$ cat src/rtl/mole_sched_if.sv
// Bundles the game-facing signals of the mole scheduler: random value in,
// debounced presses in, hole/score/flash/status out.
interface mole_sched_if;
   logic        tick;
   logic        start;
   logic [4:0]  rand_val;
   logic [15:0] hit_btn;
   logic [15:0] mole;
   logic [7:0]  score;
   logic [7:0]  round;
   logic        hit_flash;
   logic        miss_flash;
   logic        busy;
   logic        done;

   modport master (
      output tick, start, rand_val, hit_btn,
      input  mole, score, round, hit_flash, miss_flash, busy, done
   );

   modport slave (
      input  tick, start, rand_val, hit_btn,
      output mole, score, round, hit_flash, miss_flash, busy, done
   );
endinterface

$ cat src/rtl/mole_sched.sv
// Whack-a-mole round scheduler: picks a hole and a gap length from the random
// value, times the mole's up-window, judges hits, keeps score and round count.
// Optional build macro PENALTY_EN: a wrong-hole press while a mole is up is
// scored as a miss and costs one point.
//
// state  | meaning
// IDLE   | waiting for start after reset
// GAP    | random-length pause before the next mole
// UP     | mole lit, waiting for a press or timeout
// RESULT | hit/miss feedback shown
// DONE   | game over, waiting for start
module mole_sched #(
   parameter int GAP_TICKS    = 8,
   parameter int UP_TICKS     = 20,
   parameter int RESULT_TICKS = 4,
   parameter int ROUNDS       = 20
) (
   input  logic         clk,
   input  logic         rst,
   mole_sched_if.slave  bus
);

   typedef enum logic [2:0] {S_IDLE, S_GAP, S_UP, S_RESULT, S_DONE} state_t;

   state_t      state, state_nxt;
   logic [15:0] cnt, cnt_nxt;
   logic [3:0]  prev_hole, prev_nxt;
   logic        first, first_nxt;
   logic [15:0] mole_q, mole_nxt;
   logic [7:0]  score_q, score_nxt;
   logic [7:0]  round_q, round_nxt;
   logic        hit_q, hit_nxt;
   logic        miss_q, miss_nxt;
   logic        busy_q, busy_nxt;
   logic        done_q, done_nxt;
   logic [15:0] gap_load;
   logic [3:0]  cand, hole;

   assign gap_load = 16'(GAP_TICKS) + {11'd0, bus.rand_val};
   assign cand     = bus.rand_val[3:0];
   // Never light the same hole twice in a row within a game.
   assign hole     = (!first && cand == prev_hole) ? cand + 4'd1 : cand;

   assign bus.mole       = mole_q;
   assign bus.score      = score_q;
   assign bus.round      = round_q;
   assign bus.hit_flash  = hit_q;
   assign bus.miss_flash = miss_q;
   assign bus.busy       = busy_q;
   assign bus.done       = done_q;

   // State and registered outputs.
   always_ff @(posedge clk or posedge rst) begin
      if (rst) begin
         state     <= S_IDLE;
         cnt       <= '0;
         prev_hole <= '0;
         first     <= 1'b1;
         mole_q    <= '0;
         score_q   <= '0;
         round_q   <= '0;
         hit_q     <= 1'b0;
         miss_q    <= 1'b0;
         busy_q    <= 1'b0;
         done_q    <= 1'b0;
      end else begin
         state     <= state_nxt;
         cnt       <= cnt_nxt;
         prev_hole <= prev_nxt;
         first     <= first_nxt;
         mole_q    <= mole_nxt;
         score_q   <= score_nxt;
         round_q   <= round_nxt;
         hit_q     <= hit_nxt;
         miss_q    <= miss_nxt;
         busy_q    <= busy_nxt;
         done_q    <= done_nxt;
      end
   end

   // Next-state and next-output decisions.
   always_comb begin
      state_nxt = state;
      cnt_nxt   = cnt;
      prev_nxt  = prev_hole;
      first_nxt = first;
      mole_nxt  = mole_q;
      score_nxt = score_q;
      round_nxt = round_q;
      hit_nxt   = hit_q;
      miss_nxt  = miss_q;
      case (state)
         S_IDLE, S_DONE: begin
            if (bus.start) begin
               score_nxt = '0;
               round_nxt = '0;
               hit_nxt   = 1'b0;
               miss_nxt  = 1'b0;
               first_nxt = 1'b1;
               cnt_nxt   = gap_load;
               state_nxt = S_GAP;
            end
         end
         S_GAP: begin
            if (bus.tick) begin
               if (cnt == 16'd1) begin
                  prev_nxt  = hole;
                  first_nxt = 1'b0;
                  mole_nxt  = 16'd1 << hole;
                  cnt_nxt   = 16'(UP_TICKS);
                  state_nxt = S_UP;
               end else begin
                  cnt_nxt = cnt - 16'd1;
               end
            end
         end
         S_UP: begin
            if (bus.hit_btn[prev_hole]) begin
               score_nxt = (score_q == 8'hff) ? score_q : score_q + 8'd1;
               mole_nxt  = '0;
               hit_nxt   = 1'b1;
               round_nxt = round_q + 8'd1;
               cnt_nxt   = 16'(RESULT_TICKS);
               state_nxt = S_RESULT;
            end
`ifdef PENALTY_EN
            else if (|bus.hit_btn) begin
               score_nxt = (score_q == 8'd0) ? score_q : score_q - 8'd1;
               mole_nxt  = '0;
               miss_nxt  = 1'b1;
               round_nxt = round_q + 8'd1;
               cnt_nxt   = 16'(RESULT_TICKS);
               state_nxt = S_RESULT;
            end
`endif
            else if (bus.tick) begin
               if (cnt == 16'd1) begin
                  mole_nxt  = '0;
                  miss_nxt  = 1'b1;
                  round_nxt = round_q + 8'd1;
                  cnt_nxt   = 16'(RESULT_TICKS);
                  state_nxt = S_RESULT;
               end else begin
                  cnt_nxt = cnt - 16'd1;
               end
            end
         end
         S_RESULT: begin
            if (bus.tick) begin
               if (cnt == 16'd1) begin
                  hit_nxt  = 1'b0;
                  miss_nxt = 1'b0;
                  if (round_q == 8'(ROUNDS)) begin
                     state_nxt = S_DONE;
                  end else begin
                     cnt_nxt   = gap_load;
                     state_nxt = S_GAP;
                  end
               end else begin
                  cnt_nxt = cnt - 16'd1;
               end
            end
         end
         default: state_nxt = S_IDLE;
      endcase
      busy_nxt = (state_nxt == S_GAP) || (state_nxt == S_UP) || (state_nxt == S_RESULT);
      done_nxt = (state_nxt == S_DONE);
   end

endmodule

$ cat src/flat_wrapper.sv
// flat-port wrapper written by rule: the top's interface ports become plain ports
module mole_sched_flat 
#(
   parameter int GAP_TICKS    = 8,
   parameter int UP_TICKS     = 20,
   parameter int RESULT_TICKS = 4,
   parameter int ROUNDS       = 20
)
  (clk, rst, bus_tick, bus_start, bus_rand_val, bus_hit_btn, bus_mole, bus_score, bus_round, bus_hit_flash, bus_miss_flash, bus_busy, bus_done);
  mole_sched_if bus_i ();
  input  logic clk;
  input  logic rst;
  input wire logic [$bits(bus_i.tick)-1:0] bus_tick;
  input wire logic [$bits(bus_i.start)-1:0] bus_start;
  input wire logic [$bits(bus_i.rand_val)-1:0] bus_rand_val;
  input wire logic [$bits(bus_i.hit_btn)-1:0] bus_hit_btn;
  output wire logic [$bits(bus_i.mole)-1:0] bus_mole;
  output wire logic [$bits(bus_i.score)-1:0] bus_score;
  output wire logic [$bits(bus_i.round)-1:0] bus_round;
  output wire logic [$bits(bus_i.hit_flash)-1:0] bus_hit_flash;
  output wire logic [$bits(bus_i.miss_flash)-1:0] bus_miss_flash;
  output wire logic [$bits(bus_i.busy)-1:0] bus_busy;
  output wire logic [$bits(bus_i.done)-1:0] bus_done;
  assign bus_i.tick = bus_tick;
  assign bus_i.start = bus_start;
  assign bus_i.rand_val = bus_rand_val;
  assign bus_i.hit_btn = bus_hit_btn;
  assign bus_mole = bus_i.mole;
  assign bus_score = bus_i.score;
  assign bus_round = bus_i.round;
  assign bus_hit_flash = bus_i.hit_flash;
  assign bus_miss_flash = bus_i.miss_flash;
  assign bus_busy = bus_i.busy;
  assign bus_done = bus_i.done;
  mole_sched #(.GAP_TICKS(GAP_TICKS), .UP_TICKS(UP_TICKS), .RESULT_TICKS(RESULT_TICKS), .ROUNDS(ROUNDS)) u_core (.clk(clk), .rst(rst), .bus(bus_i));
endmodule
$ cat config.mk
export PLATFORM = sky130hd
export DESIGN_NAME = mole_sched_flat
export DESIGN_NICKNAME = d
export VERILOG_FILES = /design/src/rtl/mole_sched_if.sv /design/src/rtl/mole_sched.sv /design/src/flat_wrapper.sv
export SDC_FILE = /design/constraint.sdc
export NUM_CORES = 1
export LEC_CHECK = 0
export ABC_AREA = 1
export BUFFER_PORTS_ARGS = -buffer_cell sky130_fd_sc_hd__buf_2
export CORE_ASPECT_RATIO = 0.8
export CORE_MARGIN = 2
export CORE_UTILIZATION = 45
export CTS_BUF_LIST = sky130_fd_sc_hd__clkbuf_8
export DETAILED_ROUTE_END_ITERATION = 8
export GPL_ROUTABILITY_DRIVEN = 0
export PLACE_DENSITY = 0.77
export SLEW_MARGIN = 15
export SYNTH_ARGS = -nofsm -noshare
export SYNTH_HDL_FRONTEND = slang
export SYNTH_SLANG_ARGS = --single-unit
export TNS_END_PERCENT = 10
$ cat constraint.sdc
create_clock -name clk -period 2.85 [get_ports clk]
set_clock_uncertainty 0.1 [all_clocks]
set_input_delay 0.285 -clock clk [delete_from_list [all_inputs] [get_ports clk]]
set_output_delay 0.285 -clock clk [all_outputs]
set_load 0.03 [all_outputs]
# After elaboration in Yosys (flattened, before gate mapping)
# Index checks and enable logic that the tools add are counted.
# W data, S select, Z words.
word_totals:
  register_bits: 60
  latch_bits: 0
  mem_bits_rw: 0
  rom_bits: 0
  in_bits: 25
  n_memories: 0
op_classes:
  n_addsub: 5
  n_mul: 0
  n_div: 0
  magnitude_cmp: 1
  n_eq_ne: 25
  shifts: 1
  mux: 48
  n_bitwise: 0
  reduce_logical: 19
ops:
  columns: ["op", "count"]
  rows:
  - ["$mux W16", 14]
  - ["$pmux W16 S4", 1]
  - ["$mux W8", 6]
  - ["$pmux W16 S2", 1]
  - ["$pmux W8 S2", 2]
  - ["$mux W3", 9]
  - ["$add A8 B1 Y8 const B", 2]
  - ["$eq A16 B1 Y1 const B", 1]
  - ["$shl A1 B4 Y16 const A", 1]
  - ["$sub A16 B1 Y16 const B", 1]
  - ["$eq A3 B2 Y1 const B", 4]
  - ["$ne A2 B2 Y1 const B", 6]
  - ["$pmux W3 S4", 1]
  - ["$reduce_and A4 Y1", 3]
  - ["$reduce_and A5 Y1", 2]
  - ["$mux W1", 9]
  - ["$eq A8 B5 Y1 const B", 1]
  - ["$eq A8 B8 Y1 const B", 1]
  - ["$ne A2 B1 Y1 const B", 4]
  - ["$reduce_and A7 Y1", 1]
  - ["$add A4 B5 Y6 const A", 1]
  - ["$eq A3 B1 Y1 const B", 2]
  - ["$eq A3 B3 Y1 const B", 2]
  - ["$pmux W1 S3", 2]
  - ["other kinds (19)", 22]

# Longest topological paths before layout
# Gate-level depths: netlist (run 1).
logic_depth:
  depth_word: 8
  mapped_depth: 13
  depth_no_buf: 12

# Least setup slack after synthesis (run 1)
# Ideal clock, no wire load.
synth_timing:
  kind: "register to register"
  startpoint: "register u_core.round_q[0], in the netlist u_core.bus.round[0]"
  endpoint: "register u_core.cnt[11]"
  arrival_time_ps: 1581
  required_ps: 2624
  setup_slack_ps: 1044
  path_stages_with_launch: 11
  path_buffers: 0
  synth_period_minus_slack_ps: 1806
  path_cell_list: "dfrtp_1 -> inv_1 -> ha_1 -> nand3_1 -> nor2_1 -> nand3_2 -> nor2_4 -> nor2_4 -> nand2_4 -> a21oi_1 -> nor2_1"
synth_between:
  elab_chain_cells: 3
synth_rtl:
  columns: ["item", "line", "source"]
  rows:
  - ["start: declaration", "mole_sched.sv:31", "logic [7:0] round_q, round_nxt;"]
  - ["start signal: assignment", "mole_sched.sv:73", "round_q <= round_nxt;"]
  - ["$eq A8 B5 Y1", "mole_sched.sv:153", "if (round_q == 8'(ROUNDS)) begin"]
  - ["$ne A3 B3 Y1 (no line)", null, null]
  - ["$reduce_and A6 Y1 (no line)", null, null]
  - ["end signal: assignment", "mole_sched.sv:68", "cnt <= cnt_nxt;"]
  - ["end: declaration", "mole_sched.sv:26", "logic [15:0] cnt, cnt_nxt;"]
# Every way passes these cells.
# A chain may end at the register's enable or synchronous reset.

# Worst setup path after layout (run 1)
layout_timing:
  startpoint: "register u_core.state[1]"
  endpoint: "register u_core.mole_q[2], in the netlist u_core.bus.mole[2]"
layout_between:
  elab_chain_cells: 3
  elab_cells_between_ends: 9
  cone_classes: "eq/ne: 6; mux: 1; reduce/logical: 2"
layout_rtl:
  columns: ["item", "line", "source"]
  rows:
  - ["start: declaration", "mole_sched.sv:25", "state_t state, state_nxt;"]
  - ["start signal: assignment", "mole_sched.sv:67", "state <= state_nxt;"]
  - ["$eq A3 B2 Y1 or $eq A3 B1 Y1 (tied branches)", "mole_sched.sv:92", "case (state)"]
  - ["$ne A3 B1 Y1 (no line) (tied with other cells)", null, null]
  - ["$reduce_and A5 Y1 (no line)", null, null]
  - ["end signal: assignment", "mole_sched.sv:71", "mole_q <= mole_nxt;"]
  - ["end: declaration", "mole_sched.sv:29", "logic [15:0] mole_q, mole_nxt;"]
# Parallel ways exist; a longest one is shown, timed or not.

==> results of run 1 <==
[synthesized netlist by cell type]
cell type | number | area share, %
a211oi_1 | 1 | 0.18
a21oi_1 | 9 | 1.1
a41oi_1 | 1 | 0.21
buf_1 | 1 | 0.088
buf_2 | 5 | 0.59
buf_6 | 5 | 1.3
clkbuf_1 | 2 | 0.18
clkbuf_2 | 1 | 0.12
dfrtp_1 | 59 | 35
dfstp_2 | 1 | 0.62
ha_1 | 7 | 2.1
inv_1 | 64 | 5.6
inv_2 | 7 | 0.62
inv_6 | 1 | 0.21
nand2_1 | 181 | 16
nand2_2 | 10 | 1.5
nand2_4 | 4 | 1.1
nand3_1 | 63 | 7.4
nand3_2 | 3 | 0.70
nand3_4 | 5 | 2.1
nand3b_1 | 2 | 0.35
nand4_1 | 31 | 4.5
nor2_1 | 71 | 6.2
nor2_2 | 6 | 0.88
nor2_4 | 7 | 1.8
nor2_8 | 2 | 0.94
nor3_1 | 4 | 0.47
nor3b_1 | 2 | 0.35
nor4_1 | 1 | 0.15
o211ai_1 | 1 | 0.18
o21ai_0 | 18 | 2.1
o21ai_1 | 6 | 0.70
o21bai_1 | 2 | 0.35
o221ai_1 | 1 | 0.21
o31ai_1 | 2 | 0.35
or2_2 | 1 | 0.15
xnor2_1 | 5 | 1.0
xor2_1 | 15 | 3.1
[stage by stage]
step | cell area, sq um | util, %
2_1_floorplan | 4270 | -
3_3_place_gp | 4640 | 50.9
3_5_place_dp | 4640 | 50.9
4_1_cts | 4810 | 52.8
5_1_grt | 4810 | 52.8
6_report | 4810 | 52.8
[area by class of cell]
cell class,count,share of cell area [%]
multi-input combinational,461,49.7
timing repair buffer,64,6.87
tap,115,2.99
clock buffer,10,2.86
inverter,72,5.72
clock inverter,6,0.650
sequential,60,31.2
[sequential cells by signal, indices dropped and copies added, names as in the netlist]
name / count
u_core.prev_hole: 4
u_core.bus.miss_flash: 1
u_core.bus.round: 8
u_core.state: 3
u_core.bus.hit_flash: 1
u_core.bus.done: 1
u_core.cnt: 16
u_core.first: 1
u_core.bus.score: 8
u_core.bus.mole: 16
u_core.bus.busy: 1
[critical path, delay by kind of cell, from the launching register on]
kind                   cells  cell delay (ns)
buffers and inverters      3             0.77
AOI/OAI and AO/OA          1             0.11
DFF                        1             0.40
and+or+nand+nor            5             0.79
[cell families after synthesis]
group,after synthesis,share of synthesized area (%)
and+or+nand+nor,393,44.5
buffers and inverters,86,8.74
DFF,60,35.2
AOI/OAI and AO/OA,41,5.34
xor gates and xnor gates,20,4.11
adders and majority gates,7,2.05
[power breakdown]
| part | switching [W] | internal [W] | total [W] |
|---|---|---|---|
| clock network | 0.000348 | 0.000329 | 0.000677 |
| logic | 0.000367 | 0.000216 | 0.000583 |
| registers | 0.000102 | 0.000925 | 0.00103 |
[routing by layer]
| metal | vias to the layer above | global-route usage [%] | part of all wire, % | wire length (um) |
|---|---|---|---|---|
| li1 | 2073 | - | - | - |
| met1 | 2012 | 32.1 | 46 | 5040 |
| met2 | 163 | 34.2 | 45 | 4850 |
| met3 | 16 | 5.81 | 7.8 | 845 |
| met4 | 0 | 5.89 | 1.5 | 162 |
| met5 | - | 0 | 0 | 0 |
[how the worst min path moves through the flow]
stage	from	endpoint	cells after the start	slack (ns)
detailed placement	u_core.bus.hit_flash	u_core.bus.hit_flash	2	0.38
floorplan	bus_tick	u_core.bus.done	2	0.32
CTS	rst	u_core.bus.mole[3]	3	0.09
global route	rst	u_core.bus.score[4]	3	0.13
finish	rst	u_core.bus.done	3	0.05
global placement	u_core.bus.hit_flash	u_core.bus.hit_flash	2	0.38
==> flow_metrics.env, run 1 <==
export IMPL_outcome="completed"
export IMPL_synthCells=607
export IMPL_overflow=0
export IMPL_slew_violations=0
export IMPL_cp_slowest_cell="inv_1"
export IMPL_grt_pass1_wl_um=18900
export IMPL_r2r_start="u_core.state[1]"
export IMPL_rows=31
export IMPL_clkSlewWorstSetupHoldPaths_ns=0.07
export IMPL_startpoint="u_core.state[1]"
export IMPL_num_vias=4264
export IMPL_worst_pin_slew_ns=0.755
export IMPL_yosysWarnings=0
export IMPL_multi_input_area_sq_um=2390
export IMPL_synth_nets=639
export IMPL_period_minus_slack_ns=2.27
export IMPL_synth_seq_cells=60
export IMPL_diodes=0
export IMPL_rsz0062_at_grt="false"
export IMPL_cts_made_buffers=9
export IMPL_antenna_found_initial=0
export IMPL_portBuffers=60
export IMPL_max_stage_delay_ns=0.42
export IMPL_hp_class="in2async"
export IMPL_cp_arrival_ns=2.43
export IMPL_syn_area_per_cell_sq_um=7.03
export IMPL_crit_chain="inv_2, nor2_4, nand2_2, inv_1, buf_4, nand2_4, nand3_4, nand3_1, o21ai_1"
export IMPL_reg2reg_depth=9
export IMPL_clock_latency_ns=0.35
export IMPL_cts_resized=0
export IMPL_clockRootBuffer="clkbuf_8"
export IMPL_finalSetupViolations=0
export IMPL_r2r_end="u_core.bus.mole[2]"
export IMPL_num_fill_cells=865
export IMPL_core_area_sq_um=9110
export IMPL_die_w_um=113
export IMPL_grt_max_degree=61
export IMPL_tns_ns=0
export IMPL_synth_seq_area_share_pct=35.2
export IMPL_layout_commonest_cell="nand2_1"
export IMPL_drc=0
export IMPL_cellLeakagePower_nw=2.59
export IMPL_endpoint="u_core.bus.mole[2]"
export IMPL_area_delta_synth_final_pct=12.8
export IMPL_seq_area_sq_um=1500
export IMPL_worst_setup_path_start_kind="register"
export IMPL_initialDrtViolationCount=402
export IMPL_fin_crit_sh_pct=79.6
export IMPL_track_usage_pct=22.6
export IMPL_critical_path_class="reg2reg"
export IMPL_wirelength_um=10900
export IMPL_timing_final_ws_setup_ns=0.581
export IMPL_powerDensity_nw_per_um2=475
export IMPL_cp_data_required_time_ns=3.01
export IMPL_initial_core_util_pct=46.8
export IMPL_cap_violations=0
export IMPL_r2r_slack_ns=0.58
export IMPL_cts_tree="built"
export IMPL_numPlacedInstances=772
export IMPL_holdWs_ns=0.0527
export IMPL_ant_nets=0
export IMPL_post_place_ws_ns=0.593
export IMPL_syn_area_sq_um=4270
export IMPL_cts_path_max_buffers=2
export IMPL_nNetsFinal=700
export IMPL_cts_hold_buf=0
export IMPL_end_kind="register"
export IMPL_dieHeight_um=91.1
export IMPL_clock_sinks=60
export IMPL_final_cell_mix="nand2_1, nor2_1, inv_1"
export IMPL_dp_hpwl_um=8050
export IMPL_vias_per_cell=5.41
export IMPL_die_area_sq_um=10300
export IMPL_max_freq_mhz=441
export IMPL_layout_cells_non_filler=788
export IMPL_first_global_vias=3944
export IMPL_ir_worst_vdd_v=0.000251
export IMPL_finalHoldViolCount=0
export IMPL_pin_count=61
export IMPL_slew_headroom_pct=49.7
export IMPL_post_drt_wl_per_cell_um=13.8
export IMPL_drtPass1Iterations=5
export IMPL_layout_drive_gt1_share_pct=18.9
export IMPL_synth_cell_types=38
export IMPL_power_w=0.00229
export IMPL_htree_num_levels=3
export IMPL_cts_setup_buffers=0
export IMPL_critPathMaxFanout=22
Power figures use the tool's default switching activity.
==> inputs of run 2 (changes only) <==
--- a/config.mk
+++ b/config.mk
@@ -5,7 +5,7 @@
 export SDC_FILE = /design/constraint.sdc
 export NUM_CORES = 1
 export LEC_CHECK = 0
-export ABC_AREA = 1
+export ABC_AREA = 0
 export BUFFER_PORTS_ARGS = -buffer_cell sky130_fd_sc_hd__buf_2
 export CORE_ASPECT_RATIO = 0.8
 export CORE_MARGIN = 2
@@ -13,7 +13,7 @@
 export CTS_BUF_LIST = sky130_fd_sc_hd__clkbuf_8
 export DETAILED_ROUTE_END_ITERATION = 8
 export GPL_ROUTABILITY_DRIVEN = 0
-export PLACE_DENSITY = 0.77
+export PLACE_DENSITY = 0.81
 export SLEW_MARGIN = 15
 export SYNTH_ARGS = -nofsm -noshare
 export SYNTH_HDL_FRONTEND = slang
==> constraint.sdc (replaced) <==
create_clock -name clk -period 2 [get_ports clk]
set_clock_uncertainty 0.1 [all_clocks]
set_input_delay 0.2 -clock clk [delete_from_list [all_inputs] [get_ports clk]]
set_output_delay 0.2 -clock clk [all_outputs]
set_load 0.03 [all_outputs]
==> run 2 against run 1 <==
Effect of this change:
- the flow now finishes with violations (negative setup slack)
- critical path depth shrank 1
- critical path type unchanged
- sequential share of layout area shrank 3.4 points
- utilization grew 15 points
- sequential power grew 67%
- sequential cell count is the same
- worst setup slack lost 1.1 ns
- highest routed layer unchanged
- largest cell class unchanged
- largest power group is now combinational cells
- register-to-register slack lost 1.1 ns
==> flow_metrics.env, run 2 <==
export IMPL_layout_commonest_cell="buf_4"
export IMPL_finalSetupViolations=56
export IMPL_htree_num_levels=3
export IMPL_antenna_found_initial=0
export IMPL_die_area_sq_um=8950
export IMPL_place_area_sq_um=4870
export IMPL_syn_area_sq_um=3690
export IMPL_crit_chain="inv_2, ha_1, or4bb_4, nor4b_4, and3_1, a221o_1, or2_4, mux2_4"
export IMPL_cts_tree="built"
export IMPL_fin_crit_sh_pct=124
export IMPL_layout_drive_gt1_share_pct=40.9
export IMPL_rsz0062_at_grt="true"
export IMPL_core_area_sq_um=7950
export IMPL_finalHoldViolCount=0
export IMPL_synth_simple_area_share_pct=22.5
export IMPL_ys_flop_type="dfrtp_1"
export IMPL_critical_path_class="reg2reg"
export IMPL_yosysWarnings=0
export IMPL_cp_data_required_time_ns=2.14
export IMPL_ir_worst_vdd_v=0.000765
export IMPL_cp_slowest_cell="or4bb_4"
export IMPL_hp_class="in2reg"
export IMPL_max_freq_mhz=404
export IMPL_ant_nets=0
export IMPL_slew_headroom_pct=69.2
export IMPL_num_vias=4087
export IMPL_postLayoutCellArea_sq_um=5410
export IMPL_synth_xor_area_share_pct=2.37
export IMPL_portBuffers=60
export IMPL_grt_pass1_wl_um=19300
export IMPL_powerDensity_nw_per_um2=1100
export IMPL_dp_hpwl_um=8590
export IMPL_worst_setup_path_start_kind="register"
export IMPL_worst_path_buf_inv=1
export IMPL_synth_seq_cells=60
export IMPL_critPathMaxFanout=5
export IMPL_die_w_um=105
export IMPL_drc=0
export IMPL_wirelength_um=12200
export IMPL_rows=29
export IMPL_cap_violations=0
export IMPL_pin_count=61
export IMPL_cts_made_buffers=9
export IMPL_synth_nets=448
export IMPL_dieHeight_um=85.0
export IMPL_overflow=0
export IMPL_final_cell_mix="buf_4, buf_2, dfrtp_1"
export IMPL_synthCells=416
export IMPL_synthMuxAreaShare_pct=3.90
export IMPL_clock_latency_ns=0.36
export IMPL_initialDrtViolationCount=302
export IMPL_yosysTopAreaCellShare_pct=40.0
export IMPL_clockRootBuffer="clkbuf_8"
export IMPL_synthArstFlopShare_pct=100
export IMPL_synth_top_cells_by_area="dfrtp_1, o21ai_0, nand2_1, nor2_1, mux2i_1"
export IMPL_synth_fa_ha_area_share_pct=2.37
export IMPL_vias_per_cell=5.90
export IMPL_area_delta_synth_final_pct=46.4
export IMPL_synth_edf_count=0
export IMPL_outcome="complete, but fails checks"
export IMPL_max_stage_delay_ns=0.47
export IMPL_initial_core_util_pct=46.4
export IMPL_synth_seq_area_share_pct=40.7
export IMPL_cpLargestDelayFamily="simple AND/OR/NAND/NOR gates"
export IMPL_syn_area_per_cell_sq_um=8.87
export IMPL_first_global_vias=3931
export IMPL_synth_cell_types=63
export IMPL_cellLeakagePower_nw=2.49
export IMPL_drtPass1Iterations=4
export IMPL_post_place_ws_ns=-0.559
export IMPL_post_drt_wl_per_cell_um=17.6
export IMPL_cp_arrival_ns=2.62
export IMPL_synth_area_leader_cell="dfrtp_1"
export IMPL_clock_sinks=60
export IMPL_synth_most_common_cell="dfrtp_1"
export IMPL_nNetsFinal=612
export IMPL_end_kind="register"
export IMPL_synth_top_family_by_area="compound AO/OA/AOI/OAI gates"
export IMPL_cts_path_max_buffers=2
export IMPL_grt_max_degree=30
export IMPL_worst_pin_slew_ns=0.462
export IMPL_synth_compound_area_share_pct=23.6
export IMPL_synthTopCellsByCount="dfrtp_1, nand2_1, o21ai_0"
export IMPL_track_usage_pct=27.3
export IMPL_timing_final_ws_setup_ns=-0.475
export IMPL_clkSlewWorstSetupHoldPaths_ns=0.07
export IMPL_slew_violations=0
export IMPL_failed_checks="negative setup slack"
export IMPL_diodes=0
export IMPL_period_minus_slack_ns=2.48
run 2: final cells by class:
type | instances | area, sq um
Clock inverter | 6 | 104
Timing Repair Buffer | 173 | 1200
Sequential cell | 60 | 1510
Inverter | 15 | 56.3
Tap cell | 108 | 135
Fill cell | 580 | 2540
Clock buffer | 10 | 138
Multi-Input combinational cell | 321 | 2260
run 2: per-layer routing:
layer | vias up | global-route usage, % | share of wire, %
met4 | 0 | 7.03 | 1.6
met5 | - | 0 | 0
met2 | 195 | 44.5 | 48
li1 | 1893 | - | -
met1 | 1975 | 36.8 | 42
met3 | 24 | 6.30 | 8.6
run 2: worst paths after layout:
path                                     start                   to  slack, ns  cells past startpoint
setup / recovery           u_core.bus.round[0]        u_core.cnt[1]      -0.48                      8
hold / removal                 bus_rand_val[0]  u_core.prev_hole[0]       0.15                      3
setup reg to reg           u_core.bus.round[0]        u_core.cnt[1]      -0.48                      8
hold reg to reg             u_core.bus.mole[0]   u_core.bus.mole[0]       0.38                      2
max in group asynchronous                  rst   u_core.bus.mole[1]       0.94                      4
min in group asynchronous                  rst  u_core.bus.round[6]       0.30                      3
run 2: tightest hold or removal path, stage by stage:
cell     delay, ns
buf_2         0.16
xnor2_1       0.12
o21ai_0       0.07
run 2: timing repair:
item | 4_1_cts | 5_1_grt
pin swaps | 28 | 5
hold buffers | 2 | 0
cloned | 0 | 0
setup buffers | 2 | 2
setup endpoints to repair | 55 | 60
endpoints found under the hold margin | 19 | 0
resized for setup | 48 | 14
run 2: cell families (layout without fill, tap and decap cells):
kind of cell / Yosys count / count (layout)
compound gates: 128 / 128
xor+xnor: 10 / 10
fa+ha+maj: 7 / 7
buf+inv: 35 / 204
flops: 60 / 60
mux: 14 / 14
simple gates: 162 / 162
run 2: power breakdown:
group	internal [W]	leakage, nW	switching, W
registers	0.00147	0.770	0.000250
clock network	0.000853	0.127	0.000519
logic	0.00134	1.60	0.00150
total	0.00366	2.49	0.00227
run 2: per-stage QoR:
stage | setup TNS, ns | hold slack, ns | std cells | total power, W | utilization, %
floorplan | -12.28 | 0.184 | 416 | 0.00308 | -
global placement | -12.34 | 0.126 | 672 | 0.00406 | 61.2
detailed placement | -16.60 | 0.135 | 672 | 0.00417 | 61.2
CTS | -10.20 | 0.122 | 691 | 0.00576 | 67.1
global route | -17.61 | 0.156 | 693 | 0.00620 | 68.0
finish | -11.64 | 0.150 | 693 | 0.00592 | 68.0
